### config.mk
export PLATFORM = sky130hd
export DESIGN_NAME = bin_to_bcd_n
export DESIGN_NICKNAME = d
export VERILOG_FILES = /design/src/rtl/bin_to_bcd_n.sv
export SDC_FILE = /design/constraint.sdc
export NUM_CORES = 1
export LEC_CHECK = 0
export ABC_CLOCK_PERIOD_IN_PS = 4200
export BUFFER_PORTS_ARGS = -buffer_cell sky130_fd_sc_hd__buf_2
export CAP_MARGIN = 5
export CORE_MARGIN = 2
export CORE_UTILIZATION = 25
export CTS_BUF_LIST = sky130_fd_sc_hd__clkbuf_4
export DETAILED_ROUTE_END_ITERATION = 8
export PLACE_DENSITY_LB_ADDON = 0.08
export SYNTH_ARGS = -nofsm -noshare
export SYNTH_HDL_FRONTEND = slang
export SYNTH_SLANG_ARGS = --single-unit
### constraint.sdc
create_clock -name i_clk -period 4.2 [get_ports i_clk]
set_input_delay 0.21 -clock i_clk [delete_from_list [all_inputs] [get_ports i_clk]]
set_output_delay 0.21 -clock i_clk [all_outputs]
set_load 0.1 [all_outputs]
### src/rtl/bin_to_bcd_n.sv
// Sequential binary-to-BCD converter (shift-and-add-3, one bit per clock) with
// overflow flag, leading-zero blank mask and result registers held during conversion.
module bin_to_bcd_n #(
  parameter int BIN_W  = 14,
  parameter int DIGITS = 4
) (
  input  logic                  i_clk,
  input  logic                  i_rst,
  input  logic                  i_start,
  input  logic [BIN_W-1:0]      i_bin,
  output logic                  o_ready,
  output logic                  o_done,
  output logic                  o_ovf,
  output logic [4*DIGITS-1:0]   o_bcd,
  output logic [DIGITS-1:0]     o_blank
);

  localparam int IDX_W = $clog2(BIN_W + 1);
  localparam int BCD_W = 4 * DIGITS;

  typedef enum logic [1:0] {
    S_READY,
    S_OP,
    S_DONE
  } state_t;

  state_t             state_q, state_d;
  logic [BIN_W-1:0]   bin_q, bin_d;
  logic [BCD_W-1:0]   work_q, work_d;
  logic [BCD_W-1:0]   adj;
  logic               ovf_work_q, ovf_work_d;
  logic [IDX_W-1:0]   idx_q, idx_d;
  logic [BCD_W-1:0]   bcd_q, bcd_d;
  logic               ovf_q, ovf_d;

  // Per-digit add-3 correction; no carry crosses digit boundaries.
  always_comb begin
    adj = work_q;
    for (int k = 0; k < DIGITS; k++) begin
      if (work_q[4*k +: 4] > 4'd4) adj[4*k +: 4] = work_q[4*k +: 4] + 4'd3;
    end
  end

  // NOTE: every signal assigned here gets a default first, so no path leaves a
  // signal unassigned and no latch is inferred.
  always_comb begin
    state_d    = state_q;
    bin_d      = bin_q;
    work_d     = work_q;
    ovf_work_d = ovf_work_q;
    idx_d      = idx_q;
    bcd_d      = bcd_q;
    ovf_d      = ovf_q;
    case (state_q)
      S_READY: begin
        if (i_start) begin
          bin_d      = i_bin;
          work_d     = '0;
          ovf_work_d = 1'b0;
          idx_d      = IDX_W'(BIN_W);
          state_d    = S_OP;
        end
      end
      S_OP: begin
        if (idx_q != '0) begin
          // Bit 3 of the top adjusted digit leaves the chain: that is a 10^DIGITS carry.
          work_d     = {adj[BCD_W-2:0], bin_q[BIN_W-1]};
          ovf_work_d = ovf_work_q | adj[BCD_W-1];
          bin_d      = bin_q << 1;
          idx_d      = idx_q - IDX_W'(1);
        end else begin
          bcd_d   = work_q;
          ovf_d   = ovf_work_q;
          state_d = S_DONE;
        end
      end
      S_DONE:  state_d = S_READY;
      default: state_d = S_READY;
    endcase
  end

  // NOTE: state registers use non-blocking assignments so every flop samples
  // the pre-edge values regardless of statement order.
  always_ff @(posedge i_clk) begin
    if (i_rst) begin
      state_q    <= S_READY;
      bin_q      <= '0;
      work_q     <= '0;
      ovf_work_q <= 1'b0;
      idx_q      <= '0;
      bcd_q      <= '0;
      ovf_q      <= 1'b0;
    end else begin
      state_q    <= state_d;
      bin_q      <= bin_d;
      work_q     <= work_d;
      ovf_work_q <= ovf_work_d;
      idx_q      <= idx_d;
      bcd_q      <= bcd_d;
      ovf_q      <= ovf_d;
    end
  end

  assign o_ready = (state_q == S_READY);
  assign o_done  = (state_q == S_DONE);
  assign o_bcd   = bcd_q;
  assign o_ovf   = ovf_q;

  // Units digit is never blanked so a zero value still shows one '0'.
  assign o_blank[0] = 1'b0;
  for (genvar k = 1; k < DIGITS; k++) begin : g_blank
    assign o_blank[k] = ~|bcd_q[BCD_W-1:4*k];
  end

endmodule
Word level (Yosys, flattened, before mapping)
Cells that the tools add are included.
W data, S select, Z words.
{"block": "classes", "addsub": 5, "multipliers": 0, "div_mod_pow": 0, "order_cmp": 4, "eq_ne": 5, "shift": 0, "mux": 19, "bitwise": 2, "reduce_logical": 12}
{"op": "$mux W16", "count": 2}
{"op": "$pmux W16 S2", "count": 1}
{"op": "$mux W14", "count": 2}
{"op": "$pmux W14 S2", "count": 1}
{"op": "$mux W4", "count": 6}
{"op": "$add A4 B2 Y4 const B", "count": 4}
{"op": "$gt A4 B3 Y1 const B", "count": 4}
{"op": "$reduce_or A12 Y1", "count": 1}
{"op": "$pmux W4 S2", "count": 1}
{"op": "$reduce_or A8 Y1", "count": 1}
{"op": "$ne A2 B2 Y1 const B", "count": 3}
{"op": "$mux W2", "count": 2}
{"op": "$pmux W2 S2", "count": 1}
{"op": "$reduce_and A2 Y1", "count": 2}
{"op": "$reduce_bool A4 Y1", "count": 1}
{"op": "$reduce_or A4 Y1", "count": 1}
{"op": "$sub A4 B1 Y4 const B", "count": 1}
{"op": "$logic_not A1 Y1", "count": 3}
{"op": "$reduce_and A3 Y1", "count": 1}
{"op": "$eq A2 B1 Y1 const B", "count": 1}
{"op": "$eq A2 B2 Y1 const B", "count": 1}
{"op": "$logic_not A2 Y1", "count": 1}
{"op": "$mux W1", "count": 2}
{"op": "$pmux W1 S2", "count": 1}
{"op": "other kinds (3)", "count": 3}
{"block": "totals", "reg_bits": 54, "latchBits": 0, "ram_bits": 0, "mem_bits_ro": 0, "output_inout_bits": 23, "n_memories": 0}

Depth between registers and ports, before layout
{"block": "depth", "depth_word": 5, "ltp_mapped": 7, "ltp_nobuf": 5}

Least setup slack after synthesis
No wires, ideal clock.
{"block": "synth_timing", "path_type": "register to output", "start": "register bcd_q[15], in the netlist o_bcd[15]", "end": "output o_blank[1]", "arrival_time_ps": 4911, "required_time_ps": 3990, "path_slack_ps": -921, "stages_incl_launch_ff": 3, "n_path_buf": 0, "cell_sequence": "dfxtp_1 nor4_1 and3_1"}
{"block": "synth_between", "elab_chain_len": 2}
{"element": "start: declaration", "line_no": "33", "source": "logic [BCD_W-1:0] bcd_q, bcd_d;"}
{"element": "start signal: assignment", "line_no": "91", "source": "bcd_q <= '0;"}
{"element": "start signal: assignment", "line_no": "99", "source": "bcd_q <= bcd_d;"}
{"element": "$reduce_or A12 Y1", "line_no": "112", "source": "assign o_blank[k] = ~|bcd_q[BCD_W-1:4*k];"}
{"element": "$logic_not A1 Y1", "line_no": "112"}
{"element": "end: declaration", "line_no": "15", "source": "output logic [DIGITS-1:0] o_blank"}
No other way between the ends.

Worst setup path after layout
{"block": "layout_timing", "start": "register idx_q[0]", "end": "register bin_q[3]"}
{"block": "layout_between", "elab_chain_len": 3}
{"element": "start: declaration", "line_no": "32", "source": "logic [IDX_W-1:0] idx_q, idx_d;"}
{"element": "start signal: assignment", "line_no": "98", "source": "idx_q <= idx_d;"}
{"element": "$reduce_bool A4 Y1", "line_no": "65", "source": "if (idx_q != '0) begin"}
{"element": "$ne A2 B2 Y1 (no source line)"}
{"element": "$reduce_and A3 Y1 (no source line)"}
{"element": "end signal: assignment", "line_no": "95", "source": "bin_q <= bin_d;"}
{"element": "end: declaration", "line_no": "28", "source": "logic [BIN_W-1:0] bin_q, bin_d;"}
No other way between the ends.
A chain may end at the register's enable or synchronous reset.

==> summary.txt <==
Floorplanning
  – Die Y: 104.7 um
  – Die area: 0.01097 mm2
  – Core ar.: 0.009819 mm2
  – Starting density of the core: 0.2583
  – Num rows: 36
  – Die X: 104.7 um
  – Total I/O pin count: 40

Worst hold path
  – Worst hold path class: input pin to register

Clock tree
  – CTS tree: done
  – CTS max path bufs: 2
  – # hold bufs at CTS: 0
  – H-tree depth: 2
  – CTS root buffer: clkbuf_4
  – Clock Latency Late Sink: 0.37 ns
  – CTS sink cnt: 54
  – Clk slew on worst S/H paths: 0.16 ns
  – CTS Buf Count: 5
  – Post-CTS Setup Bufs: 0
  – Post-CTS sizing: 0

GRT
  – Global-route wire length before repair: 11,410 um
  – GRT Total Usage: 0.1266
  – Largest net degree at the start of global routing: 56
  – Vias in the first global route: 2,196
  – Initial antenna violation count: 0
  – Gr ovfl total: 0

Yosys
  – Synth Area in Compound Gates: 0.2812
  – Most common cell in the netlist: dfxtp_1
  – Post-Synth Simple-Gate Area: 0.1865
  – Avg Inst Size Synth: 8.315 um2
  – Largest family of logic cells by synthesized area: compound AO/OA/AOI/OAI gates
  – Area contributors post-synth: dfxtp_1, a21oi_1, o21ai_0, o32ai_1, nand3_1
  – #FFs+latches synth: 54
  – Yosys warning total: 0
  – Main flop type after synthesis: dfxtp_1
  – Synthesized instance count: 305
  – Synth Net Count: 327
  – Synth area leader: dfxtp_1
  – Mux cell area share after synthesis: 0.01579
  – Synth cell types: 40
  – Adder-cell share of the synthesized area: 0.02467
  – Top-area cell type share of the netlist area: 0.4262
  – Synth Area in XOR/XNOR: 0
  – Number of flops mapped to enable cells by yosys: 0
  – Synthesized area: 0.002536 mm2
  – Commonest cells post-synth: dfxtp_1, a21oi_1, o21ai_0
  – Fraction of registers with async set/reset: 0
  – Seq/Total Area, Yosys: 0.4262

Outcome
  – Status: finished, final reports clean

STA
  – Min Hold Slack: 0.07032 ns
  – Final Skew: 0.006937 ns
  – FMAX: 454.3 MHz
  – Slew @ Worst Pin: 1.027 ns
  – Count of final setup violators: 0
  – Final Hold Fails: 0
  – Final period demand of the worst path: 2.201 ns
  – Setup_tns: 0 ns
  – Final WS setup: 1.999 ns
  – Slew Limit Fails: 0
  – RSZ-0062 raised after global routing: false
  – Fin crit share: 0.5240
  – Headroom to the max-slew limit: 0.3153

Routing
  – Vias: 2,312
  – Antenna viol nets, final: 0
  – Vias per inst: 5.048
  – DR WL/cell: 15.35 um
  – Pre-antenna DRT Iters: 4
  – WL final: 7031 um
  – Residual DRC: 0
  – Initial DRC Count: 133

Worst setup path
  – Crit path DAT: 2.42 ns
  – Crit-path max FO: 20
  – Worst Setup End Kind: register
  – Setup crit start: idx_q[0]
  – Worst r2r src: idx_q[0]
  – RR Endpoint: bin_q[3]
  – WS Path Type: register to register
  – Critical path startpoint category: register
  – Worst setup endpoint: bin_q[3]
  – CP Data Required Time: 4.42 ns
  – Reg-to-reg setup timing slack: 2.00 ns
  – FF-to-FF path depth: 6

Pwr
  – Power per cell area: 367.0 mW/mm2
  – VDD IR max: 0.1568 mV
  – Leakage: 1.017 nW

Place
  – Placement Setup Slack: 2.000 ns
  – Dpl cells: 451
  – # port buffers: 38
  – HPWL after detailed placement: 4322 um
  – Routability congestion estimate: 0.7364

Final layout
  – Antenna cells: 0
  – Area growth syn-to-layout: 14.06%
  – Share of layout cells above drive strength 1: 0.1692
  – Final Instance Count excl. Fillers: 458
  – Util after Layout: 0.2946
  – Nets: 347

Run
  – Max Cap Violations: 0
## critical path: stages (launching register included)
cell and delay, ns:
dfxtp_1 0.42, inv_1 0.06, ha_1 0.26, nor4bb_1 0.17, buf_4 0.17, nor2_2 0.78, a311oi_1 0.19
## cell families after synthesis
logic type / Yosys count
and+or+nand+nor: 89
other: 1
buffers and inverters: 40
DFF: 54
muxes: 4
AOI/OAI and AO/OA: 112
adders and majority gates: 5
## worst min path at each step
stage | start | to | slack, ns | cells past startpoint
after floorplan | i_bin[0] | bin_q[0] | 0.35 | 2
after global placement | ovf_work_q | ovf_work_q | 0.45 | 1
after detailed placement | ovf_work_q | ovf_work_q | 0.45 | 1
after CTS | i_bin[0] | bin_q[0] | 0.05 | 3
after global routing | i_bin[0] | bin_q[0] | 0.05 | 3
final | i_bin[0] | bin_q[0] | 0.07 | 3
## registers in the layout, summed over array words and instances (netlist names)
name        count
o_bcd          16
work_q         16
bin_q          14
idx_q           4
state_q         2
o_ovf           1
ovf_work_q      1
## metal layers
layer,global-route usage,share of wire,vias up
met5,0,0,-
li1,-,-,1166
met3,0.02371,0.036,7
met4,0.02857,0.0098,0
met1,0.1846,0.53,1093
met2,0.1925,0.43,46
## placed cells by master (no fill, tap or decap), drive strengths merged, types with 4 or more instances in the layout
cell    synthesis  final
nand4           4      4
a21oi          38     38
nor3           10     10
nand2          17     17
inv            10     10
ha              5      5
a311oi          9      9
buf             7     43
clkbuf         23      5
o311ai          4      4
nor2           11     11
mux2i           4      4
o21ai          29     29
nand2b          9      9
o32ai          11     11
nor2b           6      6
o21a            9      9
dfxtp          54     54
nand3          18     18
a32oi           5      5
## metrics by stage
stage           power, W  area (um2)
2_1_floorplan  0.0007226        2542
3_3_place_gp   0.0007898        2821
6_report        0.001062        2893
3_5_place_dp   0.0007883        2821
4_1_cts         0.001079        2893
5_1_grt         0.001121        2893
## layout make-up
class                      instances  area (um2)
sequential                        54        1081
tap                              133       166.4
timing repair buffer              43       227.7
inverter                          10       37.54
clock buffer                       5       37.54
multi-input combinational        211        1309
clock inverter                     2       33.78
fill                            1087        6927
## power breakdown
| part | leakage [nW] | switching, W | total [W] | internal (W) |
|---|---|---|---|---|
| clock | 0.0387 | 0.000167 | 0.000288 | 0.000121 |
| sequential | 0.439 | 0.0000217 | 0.000560 | 0.000538 |
| combinational | 0.539 | 0.000155 | 0.000214 | 0.0000594 |
| total | 1.02 | 0.000344 | 0.00106 | 0.000718 |
Power figures use the tool's default switching activity.
